===== src/rtl/cache_pkg.sv =====
// Shared types and address-field helpers for the n-way write-back data cache.
package cache_pkg;

    typedef enum logic [1:0] {
        IDLE,
        WRITEBACK,
        REFILL,
        FLUSH
    } cache_state_e;

    function automatic int unsigned idx_bits(input int unsigned sets);
        return $clog2(sets);
    endfunction

    function automatic int unsigned tag_bits(input int unsigned data_w, input int unsigned sets);
        return data_w - 2 - $clog2(sets);
    endfunction

    function automatic int unsigned way_bits(input int unsigned ways);
        return (ways > 1) ? $clog2(ways) : 1;
    endfunction

endpackage


===== src/rtl/cache_tag_array.sv =====
// One way of tag/valid/dirty state with its hit comparator; a single index serves lookup and update.
module cache_tag_array
    import cache_pkg::*;
#(
    parameter  int unsigned SETS  = 16,
    parameter  int unsigned TAG_W = 26,
    localparam int unsigned IDX_W = idx_bits(SETS)
) (
    input  logic             clk,
    input  logic             rst_n,
    input  logic [IDX_W-1:0] idx,
    input  logic [TAG_W-1:0] tag,
    input  logic             install,
    input  logic             set_dirty,
    input  logic             clr_dirty,
    output logic             hit_c,
    output logic             valid_c,
    output logic             dirty_c,
    output logic [TAG_W-1:0] tag_c
);

    logic [SETS-1:0]  valid_q;
    logic [SETS-1:0]  dirty_q;
    logic [TAG_W-1:0] tag_q [SETS];

    always_ff @(posedge clk or negedge rst_n) begin
        if (!rst_n) begin
            valid_q <= '0;
            dirty_q <= '0;
        end else if (install) begin
            valid_q[idx] <= 1'b1;
            dirty_q[idx] <= 1'b0;
        end else if (set_dirty) begin
            dirty_q[idx] <= 1'b1;
        end else if (clr_dirty) begin
            dirty_q[idx] <= 1'b0;
        end
    end

    // Tags carry no meaning until valid is set, so they are never reset.
    always_ff @(posedge clk) begin
        if (install) begin
            tag_q[idx] <= tag;
        end
    end

    assign valid_c = valid_q[idx];
    assign dirty_c = dirty_q[idx];
    assign tag_c   = tag_q[idx];
    assign hit_c   = valid_q[idx] && (tag_q[idx] == tag);

endmodule


===== src/rtl/data_cache_nway.sv =====
// N-way set-associative, one-word-line, write-back/write-allocate data cache with flush.
module data_cache_nway
    import cache_pkg::*;
#(
    parameter int unsigned DATA_W = 32,
    parameter int unsigned SETS   = 16,
    parameter int unsigned WAYS   = 2
) (
    input  logic              CLK,
    input  logic              Reset,
    input  logic [DATA_W-1:0] Addr,
    input  logic              MemRead,
    input  logic              MemWrite,
    input  logic [DATA_W-1:0] WriteData,
    output logic [DATA_W-1:0] Data,
    output logic              Hit,
    input  logic              Flush,
    output logic              FlushDone,
    output logic              mem_req,
    output logic              mem_we,
    output logic [DATA_W-1:0] mem_addr,
    output logic [DATA_W-1:0] mem_wdata,
    input  logic [DATA_W-1:0] mem_rdata,
    input  logic              memory_ready
);

    localparam int unsigned IDX_W = idx_bits(SETS);
    localparam int unsigned TAG_W = tag_bits(DATA_W, SETS);
    localparam int unsigned WAY_W = way_bits(WAYS);

    cache_state_e      state_q, state_d;
    logic [IDX_W-1:0]  a_idx, miss_idx_q, scan_set_q, cur_idx;
    logic [TAG_W-1:0]  a_tag, miss_tag_q, cur_tag;
    logic [WAY_W-1:0]  victim_q, victim_c, hit_way_c, scan_way_q;
    logic [WAY_W-1:0]  rr_ptr [SETS];
    logic              flush_pend_q;
    logic [WAYS-1:0]   hit_vec, valid_vec, dirty_vec;
    logic [TAG_W-1:0]  tag_vec [WAYS];
    logic [DATA_W-1:0] data_mem [WAYS][SETS];
    logic              access_c, hit_any_c, miss_c, install_c, store_hit_c;
    logic              clr_dirty_c, scan_step_c, scan_last_c, flush_go_c;
    logic              unused_addr_bits;

    assign a_idx            = Addr[2 +: IDX_W];
    assign a_tag            = Addr[DATA_W-1 -: TAG_W];
    assign unused_addr_bits = ^Addr[1:0];
    assign access_c         = MemRead | MemWrite;
    assign scan_last_c      = (scan_set_q == IDX_W'(SETS - 1)) && (scan_way_q == WAY_W'(WAYS - 1));

    // During a miss the arrays are addressed by the captured miss, not the live Addr.
    always_comb begin
        cur_idx = miss_idx_q;
        cur_tag = miss_tag_q;
        if (state_q == IDLE) begin
            cur_idx = a_idx;
            cur_tag = a_tag;
        end else if (state_q == FLUSH) begin
            cur_idx = scan_set_q;
        end
    end

    for (genvar w = 0; w < WAYS; w++) begin : g_way
        cache_tag_array #(.SETS(SETS), .TAG_W(TAG_W)) u_tag (
            .clk       (CLK),
            .rst_n     (Reset),
            .idx       (cur_idx),
            .tag       (cur_tag),
            .install   (install_c && (victim_q == WAY_W'(w))),
            .set_dirty (store_hit_c && (hit_way_c == WAY_W'(w))),
            .clr_dirty (clr_dirty_c && (scan_way_q == WAY_W'(w))),
            .hit_c     (hit_vec[w]),
            .valid_c   (valid_vec[w]),
            .dirty_c   (dirty_vec[w]),
            .tag_c     (tag_vec[w])
        );
    end

    // Hit encode and victim choice: lowest invalid way, else the set's round-robin pointer.
    always_comb begin
        hit_any_c = 1'b0;
        hit_way_c = '0;
        victim_c  = rr_ptr[a_idx];
        for (int w = 0; w < WAYS; w++) begin
            if (hit_vec[w]) begin
                hit_any_c = 1'b1;
                hit_way_c = WAY_W'(w);
            end
        end
        for (int w = WAYS - 1; w >= 0; w--) begin
            if (!valid_vec[w]) begin
                victim_c = WAY_W'(w);
            end
        end
    end

    assign Hit  = !Reset || ((state_q == IDLE) && (!access_c || hit_any_c));
    assign Data = data_mem[hit_way_c][a_idx];

    always_comb begin
        state_d     = state_q;
        mem_req     = 1'b0;
        mem_we      = 1'b0;
        mem_addr    = '0;
        mem_wdata   = '0;
        miss_c      = 1'b0;
        install_c   = 1'b0;
        store_hit_c = 1'b0;
        clr_dirty_c = 1'b0;
        scan_step_c = 1'b0;
        flush_go_c  = 1'b0;
        unique case (state_q)
            IDLE: begin
                store_hit_c = MemWrite && hit_any_c;
                if (access_c && !hit_any_c) begin
                    miss_c  = 1'b1;
                    state_d = (valid_vec[victim_c] && dirty_vec[victim_c]) ? WRITEBACK : REFILL;
                end else if (flush_pend_q || Flush) begin
                    flush_go_c = 1'b1;
                    state_d    = FLUSH;
                end
            end
            WRITEBACK: begin
                mem_req   = 1'b1;
                mem_we    = 1'b1;
                mem_addr  = {tag_vec[victim_q], miss_idx_q, 2'b00};
                mem_wdata = data_mem[victim_q][miss_idx_q];
                if (memory_ready) begin
                    state_d = REFILL;
                end
            end
            REFILL: begin
                mem_req  = 1'b1;
                mem_addr = {miss_tag_q, miss_idx_q, 2'b00};
                if (memory_ready) begin
                    install_c = 1'b1;
                    state_d   = IDLE;
                end
            end
            FLUSH: begin
                if (valid_vec[scan_way_q] && dirty_vec[scan_way_q]) begin
                    mem_req   = 1'b1;
                    mem_we    = 1'b1;
                    mem_addr  = {tag_vec[scan_way_q], scan_set_q, 2'b00};
                    mem_wdata = data_mem[scan_way_q][scan_set_q];
                    if (memory_ready) begin
                        clr_dirty_c = 1'b1;
                        scan_step_c = 1'b1;
                    end
                end else begin
                    scan_step_c = 1'b1;
                end
                if (scan_step_c && scan_last_c) begin
                    state_d = IDLE;
                end
            end
            default: state_d = IDLE;
        endcase
    end

    always_ff @(posedge CLK or negedge Reset) begin
        if (!Reset) begin
            state_q      <= IDLE;
            flush_pend_q <= 1'b0;
            FlushDone    <= 1'b0;
            scan_set_q   <= '0;
            scan_way_q   <= '0;
            victim_q     <= '0;
            miss_idx_q   <= '0;
            miss_tag_q   <= '0;
            for (int s = 0; s < SETS; s++) begin
                rr_ptr[s] <= '0;
            end
        end else begin
            state_q   <= state_d;
            FlushDone <= scan_step_c && scan_last_c;
            if (flush_go_c) begin
                flush_pend_q <= 1'b0;
            end else if (Flush && (state_q != FLUSH)) begin
                flush_pend_q <= 1'b1;
            end
            if (miss_c) begin
                miss_idx_q <= a_idx;
                miss_tag_q <= a_tag;
                victim_q   <= victim_c;
            end
            if (install_c) begin
                rr_ptr[miss_idx_q] <= (rr_ptr[miss_idx_q] == WAY_W'(WAYS - 1)) ? '0
                                    : rr_ptr[miss_idx_q] + WAY_W'(1);
            end
            // Scan wraps back to set 0 / way 0 after the last line, ready for the next flush.
            if (scan_step_c) begin
                if (scan_way_q == WAY_W'(WAYS - 1)) begin
                    scan_way_q <= '0;
                    scan_set_q <= scan_set_q + IDX_W'(1);
                end else begin
                    scan_way_q <= scan_way_q + WAY_W'(1);
                end
            end
        end
    end

    always_ff @(posedge CLK) begin
        if (install_c) begin
            data_mem[victim_q][miss_idx_q] <= mem_rdata;
        end else if (store_hit_c) begin
            data_mem[hit_way_c][a_idx] <= WriteData;
        end
    end

endmodule

===== config.mk =====
export PLATFORM = sky130hd
export DESIGN_NAME = data_cache_nway
export DESIGN_NICKNAME = d
export VERILOG_FILES = /design/src/rtl/cache_pkg.sv /design/src/rtl/cache_tag_array.sv /design/src/rtl/data_cache_nway.sv
export SDC_FILE = /design/constraint.sdc
export NUM_CORES = 2
export LEC_CHECK = 0
export BUFFER_PORTS_ARGS = -buffer_cell sky130_fd_sc_hd__buf_2
export CORE_MARGIN = 1
export CORE_UTILIZATION = 35
export CTS_CLUSTER_SIZE = 20
export DETAILED_ROUTE_END_ITERATION = 12
export MAX_ROUTING_LAYER = met4
export PLACE_DENSITY = 0.51
export SLEW_MARGIN = 20
export SYNTH_ARGS = -nofsm -noshare
export SYNTH_HDL_FRONTEND = slang
export SYNTH_SLANG_ARGS = --single-unit

===== constraint.sdc =====
create_clock -name CLK -period 7.4 [get_ports CLK]
set_clock_uncertainty 0.2 [all_clocks]
set_input_delay 0 -clock CLK [delete_from_list [all_inputs] [get_ports CLK]]
set_output_delay 0 -clock CLK [all_outputs]
set_load 0.02 [all_outputs]

* Word level (Yosys, flattened, before mapping)
Memories as Yosys holds them, arrays and structs flattened.
Cells that the tools add are included.
** Word-level totals
- Register bits :: 120
- RAM bits :: 1856
- Bits of input ports :: 102
- Output and inout bits :: 100
- Word-level logic and storage cells :: 209
- Memories :: 3
** Cells by class
- Add/subtract/negate cells :: 3
- Order comparisons :: 11
- Eq/ne operators :: 11
- Muxes and demuxes :: 103
- Bitwise gates (word level) :: 16
- Reductions and logical operators :: 34
** Memories
- data_mem :: depth 2, bits a word 512, read ports 3, clocked after Yosys merged registers in 0, write ports 1, RTL line data_cache_nway.sv:39 : logic [DATA_W-1:0] data_mem [WAYS][SETS];
- g_way[0].u_tag.tag_q :: depth 16, bits a word 26, read ports 1, clocked after Yosys merged registers in 0, write ports 1, RTL line cache_tag_array.sv:24 : logic [TAG_W-1:0] tag_q [SETS];
- g_way[1].u_tag.tag_q :: depth 16, bits a word 26, read ports 1, clocked after Yosys merged registers in 0, write ports 1, RTL line cache_tag_array.sv:24
** Operator list (count)
- 2-to-1 mux 512 bit :: 4
- OR reduction 512 bit :: 1
- binary-select mux 32 bit (select 4 bit) :: 3
- 2-to-1 mux 32 bit :: 10
- demux 32 bit (select 4 bit) :: 2
- 2-to-1 mux 26 bit :: 7
- 2-to-1 mux 16 bit :: 6
- case mux 32 bit (3 select lines) :: 1
- bitwise OR 16 bit :: 4
- case mux 32 bit (2 select lines) :: 1
- == test 26 bit :: 2
- 2-to-1 mux 1 bit :: 49
- bitwise AND 16 bit :: 2
- binary-select mux 1 bit (select 4 bit) :: 6
- logical AND 1 bit :: 20
- bitwise mux 16 bit :: 1
- inverter 16 bit :: 1
- >= comparator 5 bit, second input constant :: 3
- inverter 4 -> 5 bit :: 3
- 2-to-1 mux 2 bit :: 6
- < comparator 5 x 1 -> 1 bit, second input constant :: 2
- demux 1 bit (select 4 bit) :: 2
- 2-to-1 mux 4 bit :: 2
- case mux 2 bit (4 select lines) :: 1
- other kinds (24) :: 39

* Depth between registers and ports, before layout
- Word-level depth :: 15
- Depth in mapped cells :: 23
- Gate-level depth less buffers :: 15

* Modules after synthesis
From an unflattened synthesis, not the netlist that was laid out.
** Unflattened totals
- Cell total of the unflattened synthesis :: 4977
- Area, all modules :: 95495.3 µm²
** Modules (own cells, without submodules)
- data_cache_nway :: times used 1, cells each 3221, area an instance 59344.4 µm², sequential area each 32150.8 µm²
- cache_tag_array at g_way[1].u_tag :: times used 1, cells each 878, area an instance 18102.4 µm², sequential area each 13292.7 µm²
- cache_tag_array at g_way[0].u_tag :: times used 1, cells each 878, area an instance 18048.6 µm², sequential area each 13292.7 µm²

* Least setup slack after synthesis
OpenSTA, ideal clock, no wires.
- Path kind :: reg2reg
- Start point :: register state_q[0]
- End point :: memory data_mem[0][100] (netlist name), enable pin
- Data arrival time :: 5208 ps
- Required time :: 6809 ps
- Setup slack :: 1601 ps
- Stages on the path, launching flop included :: 19
- Buffers on the path :: 5
- Period minus slack after synthesis :: 5799 ps
- Cell sequence :: dfrtp_1 inv_1 ha_1 buf_2 buf_2 buf_2 buf_2 mux2i_1 inv_1 nand2_1 o21bai_1 or4_1 nor4_2 and4_1 a21oi_1 nor2_1 mux2i_1 buf_2 o21a_1
** Between the ends
- Elaborated cells between the ends (all ways) :: 30
- Classes of those cells :: eq/ne: 4; mux: 19; reduce/logical: 5; memory: 2
** RTL lines
- from (decl) :: RTL line data_cache_nway.sv:31 : cache_state_e state_q, state_d;
- from (signal assigned) :: RTL line data_cache_nway.sv:174 : state_q <= state_d;
- zero test 2 bit (*) :: RTL line data_cache_nway.sv:54 : if (state_q == IDLE) begin
- 2-to-1 mux 26 bit (*) :: RTL line data_cache_nway.sv:54
- named net cur_tag[11] :: RTL line data_cache_nway.sv:33 : logic [TAG_W-1:0] a_tag, miss_tag_q, cur_tag;
- == test 26 bit :: RTL line cache_tag_array.sv:50 : assign hit_c = valid_q[idx] && (tag_q[idx] == tag);
- logical AND 1 bit :: RTL line cache_tag_array.sv:50
- 2-to-1 mux 1 bit (2 in series) :: RTL line data_cache_nway.sv:84 : if (hit_vec[w]) begin
- logical AND 1 bit :: RTL line data_cache_nway.sv:113 : store_hit_c = MemWrite && hit_any_c;
- 2-to-1 mux 1 bit :: RTL line data_cache_nway.sv:111 : unique case (state_q)
- 2-to-1 mux 1 bit :: RTL line data_cache_nway.sv:205 : end else if (store_hit_c) begin
- 2-to-1 mux 1 bit :: RTL line data_cache_nway.sv:203 : if (install_c) begin
- 2-to-1 mux 512 bit (not written as such) :: RTL line data_cache_nway.sv:206 : data_mem[hit_way_c][a_idx] <= WriteData;
- OR reduction 512 bit (no source line)
- 2-to-1 mux 1 bit (no source line) / 2-to-1 mux 512 bit (equally long branches)
- to (decl) :: RTL line data_cache_nway.sv:39
Mark *: on every way through the listed nets, which the timed path passes. The rest lies on a longest branch. The select of a mux whose other input is x is not followed.

* Worst setup path in the final report
- Start point :: register state_q[0]
- End point :: output Data[5]
** Between the ends
- Cells in the longest elaborated chain, start to end :: 11
- Elaborated cells between the ends (all ways) :: 15
- Classes of those cells :: eq/ne: 2; mux: 9; reduce/logical: 2; memory: 2
** Ends and longest elaborated chain
- == test 2 bit :: RTL line data_cache_nway.sv:57 : end else if (state_q == FLUSH) begin
- 2-to-1 mux 4 bit :: RTL line data_cache_nway.sv:57
- 2-to-1 mux 4 bit :: RTL line data_cache_nway.sv:54
- memory read (16 x 26 bit) / binary-select mux 1 bit (select 4 bit) (equally long branches)
- == test 26 bit / 2-to-1 mux 1 bit (equally long branches) :: RTL line cache_tag_array.sv:50
- logical AND 1 bit (*) :: RTL line cache_tag_array.sv:50
- 2-to-1 mux 1 bit (*) :: RTL line data_cache_nway.sv:84
- memory read (2 x 512 bit) (*)
- binary-select mux 32 bit (select 4 bit) (*) :: RTL line data_cache_nway.sv:97 : assign Data = data_mem[hit_way_c][a_idx];
- 2-to-1 mux 32 bit (not written as such) (*) (2 in series) :: RTL line data_cache_nway.sv:97
- to (decl) :: RTL line data_cache_nway.sv:15 : output logic [DATA_W-1:0] Data,
Mark *: on every way between the ends. The rest lies on a longest branch, timed or not. The select of a mux whose other input is x is not followed.

==> impl_metrics.toml <==
[timing]
max_slew_margin = 0.212
period_minus_slack_ns = 7.25
worst_pin_slew_ns = 1.18
hold_viol = 0
maxSlewViolCount = 0
setup_viol = 0
timing.setup.tns_ns = 0
post-route-period-util = 0.979
rsz0062_at_grt = "false"
fmax_ghz = 0.138

[critical_path]
r2r_setup_slack_ns = 0.32
cpMostUsedCell = "buf_12"
critPathMaxStageDelay_ns = 0.53
r2r-end = "data_mem[0][421]$_DFFE_PP_"
path_delay_family = "buffers and inverters"
crit_path_top_delay_cell = "mux4_2"
crit-reg2reg-launch = "state_q[0]$_DFFE_PN0P_"
crit_buf_inv = 8
cp-end-kind = "output port"
critPathKind = "reg -> out"
cp-start-kind = "flop"
cp.required_ns = 7.20
critPathCapture = "Data[5]"
r2r_cells = 22
cp.depth = 21
arrival_ns = 7.05
setup.worst_path.start = "state_q[0]$_DFFE_PN0P_"
path_cells = "inv_1 > ha_4 > inv_2 > buf_4 > a21boi_4 > buf_12 > buf_6 > mux4_2 > mux2i_1 > xnor2_1 > o221a_2 > and4_1 > nand4b_1 > nor4_4 > buf_12 > buf_12 > mux2_2 > a211oi_1 > o211ai_1 > o211a_1 > buf_2"
crit_path_max_fanout = 54

[clock_tree]
clkTransAtPathRegs_ns = 0.06
htreeDepth = 4
clockBufferDepth = 4
cts_tree = "yes"
cts_root_buf = "clkbuf_16"
clk_latency_ns = 0.94
cts_buffers = 218
clock_sinks = 1976

[die]
die_x_um = 529
core_area_um2 = 276000
die_h_um = 529
num_rows = 193
start_util = 0.352
io_pins = 202
dieArea_um2 = 280000

[job]
cap_violations = 0

[placed_design]
place_congestion = 0.870
dpl.cell_count = 9543
port_buffers = 197
hpwl_mm = 205

[global_routing]
grt_remaining_overflow = 0
antenna_found_initial = 18
grt_pass1_wl_mm = 481
track_usage = 0.249
grt_max_degree = 143
grt_pass1_vias = 61500

[final_layout]
area_delta_synth_final_pct = 18.9
finalNetCount = 6390
layoutNonFillerInstCount = 10200
drive_gt1_frac = 0.318

[synth]
synthArstFlopShare = 0.0607
synthesis.area_um2 = 97300
synthTopCellsByCount = "1856 x edfxtp_1, 882 x mux4_2, 490 x mux2i_1, 467 x nand2_1, 252 x clkbuf_1"
synth_edf_count = 1856
syn_area_per_cell_um2 = 16.9
ys_seq_area_frac = 0.604
synth_top_area_share = 0.573
synth-seq-cells = 1976
ys_types = 86
synth_cells = 5744
yosysTopAreaCell = "edfxtp_1"
synthFlopType = "edfxtp_1"
synth_most_common_cell = "edfxtp_1"
yosysWarnings = 0
synth.area.top_cells = "edfxtp_1 57%, mux4_2 20%, mux2i_1 5.0%, dfrtp_1 3.1%, nand2_1 1.8%"

[route]
avgRoutedWirePerCell_um = 33.7
firstDrtPassIters = 6
viasPerCell = 6.07
wirelength_mm = 344
ant_nets = 0
drt_iter0_markers = 7049
routed-via-count = 61800
drc = 0

[power]
p_leak_nw = 37.9
ir_worst_vdd_mv = 0.359
power_density_nw_per_um2 = 398

[status]
status = "complete, no violations"

[hold_path]
min_path_type = "in -> reg"
[stage by stage]
step	hold WS (ns)	setup slack [ns]	power (mW)	instance area, um2	util
2_1_floorplan	-0.496	1.60	27.4	97300	-
3_3_place_gp	-0.0926	0.344	34.6	106000	0.384
3_5_place_dp	-0.0889	0.399	34.7	106000	0.384
4_1_cts	0.000678	0.0326	46.1	116000	0.418
5_1_grt	0.0471	0.00186	47.6	116000	0.418
6_report	0.0426	0.154	46.0	116000	0.418
[layout make-up]
cell class | count | area, um2
well taps | 3705 | 4640
clock inverters | 132 | 1400
inverters | 91 | 342
clock buffers | 276 | 5770
diodes | 7 | 17.5
multi-input cells | 3209 | 36900
fillers | 24600 | 161000
flip-flops and latches | 1976 | 58800
repair buffers | 786 | 7930
[cell usage in the layout (no fill, tap or decap), types with 104 or more instances in the layout]
| cell | netlist | layout |
|---|---|---|
| edfxtp_1 | 1856 | 1856 |
| nand2_1 | 467 | 464 |
| buf_12 | 0 | 153 |
| buf_4 | 34 | 227 |
| nor2_1 | 140 | 104 |
| dlygate4sd3_1 | 0 | 202 |
| buf_2 | 91 | 192 |
| clkbuf_16 | 0 | 218 |
| dfrtp_1 | 120 | 112 |
| mux2i_1 | 490 | 486 |
| mux4_2 | 882 | 882 |
| o21ai_0 | 120 | 118 |
| mux2_2 | 107 | 107 |
[metal layers]
| layer | global-route usage | share of wire | up-vias |
|---|---|---|---|
| met4 | 0.0789 | 0.034 | 0 |
| met5 | - | 0 | - |
| met2 | 0.396 | 0.48 | 3260 |
| li1 | - | - | 25000 |
| met3 | 0.0407 | 0.080 | 636 |
| met1 | 0.326 | 0.41 | 32900 |
[worst min path at each step]
stage | startpoint | endpoint | slack [ns] | cells after the start
after floorplan | Reset | FlushDone$_DFF_PN0_ | -0.50 | 0
after global placement | Reset | miss_tag_q[7]$_DFFE_PN0P_ | -0.09 | 1
after detailed placement | Reset | miss_tag_q[7]$_DFFE_PN0P_ | -0.09 | 1
after CTS | WriteData[18] | data_mem[1][242]$_DFFE_PP_ | 0.0007 | 4
after global routing | WriteData[18] | data_mem[0][210]$_DFFE_PP_ | 0.05 | 4
final | WriteData[18] | data_mem[0][210]$_DFFE_PP_ | 0.04 | 4
[sequential cells by signal, summed over array words and instances (netlist names), named ones only]
name	flops
state_q	2
flush_pend_q	1
scan_way_q	1
miss_tag_q	26
g_way.u_tag.tag_q	832
data_mem	1024
rr_ptr	16
scan_set_q	4
miss_idx_q	4
FlushDone	1
victim_q	1
g_way.u_tag.valid_q	32
[timing repair]
action	in CTS	in global routing
buffers inserted	15	5
hold endpoints to repair	1715	0
pin swaps	4	4
resized for setup	9	7
setup endpoints to repair	32	447
hold buffers	203	0
gates cloned	0	0
[report_power, final]
| part | switching (mW) | total [mW] | internal [mW] |
|---|---|---|---|
| combinational | 12.3 | 20.7 | 8.45 |
| sequential | 0.543 | 14.3 | 13.8 |
| clock | 4.71 | 11.0 | 6.28 |
[logic make-up after synthesis]
family / after synthesis / synth area share
AO/OA/AOI/OAI: 759 / 0.0560
XOR/XNOR: 63 / 0.00567
adder cells (fa/ha/maj): 6 / 0.000772
buffers and inverters: 560 / 0.0251
flip-flops: 1976 / 0.604
multiplexers: 1482 / 0.267
other: 1 / 0.0000386
AND/OR/NAND/NOR: 897 / 0.0411
[tightest hold or removal path, delay by kind of cell]
family	cells	cell delay [ns]
buf+inv	3	0.85
mux	1	0.12
(Power assumes the default switching activity.)
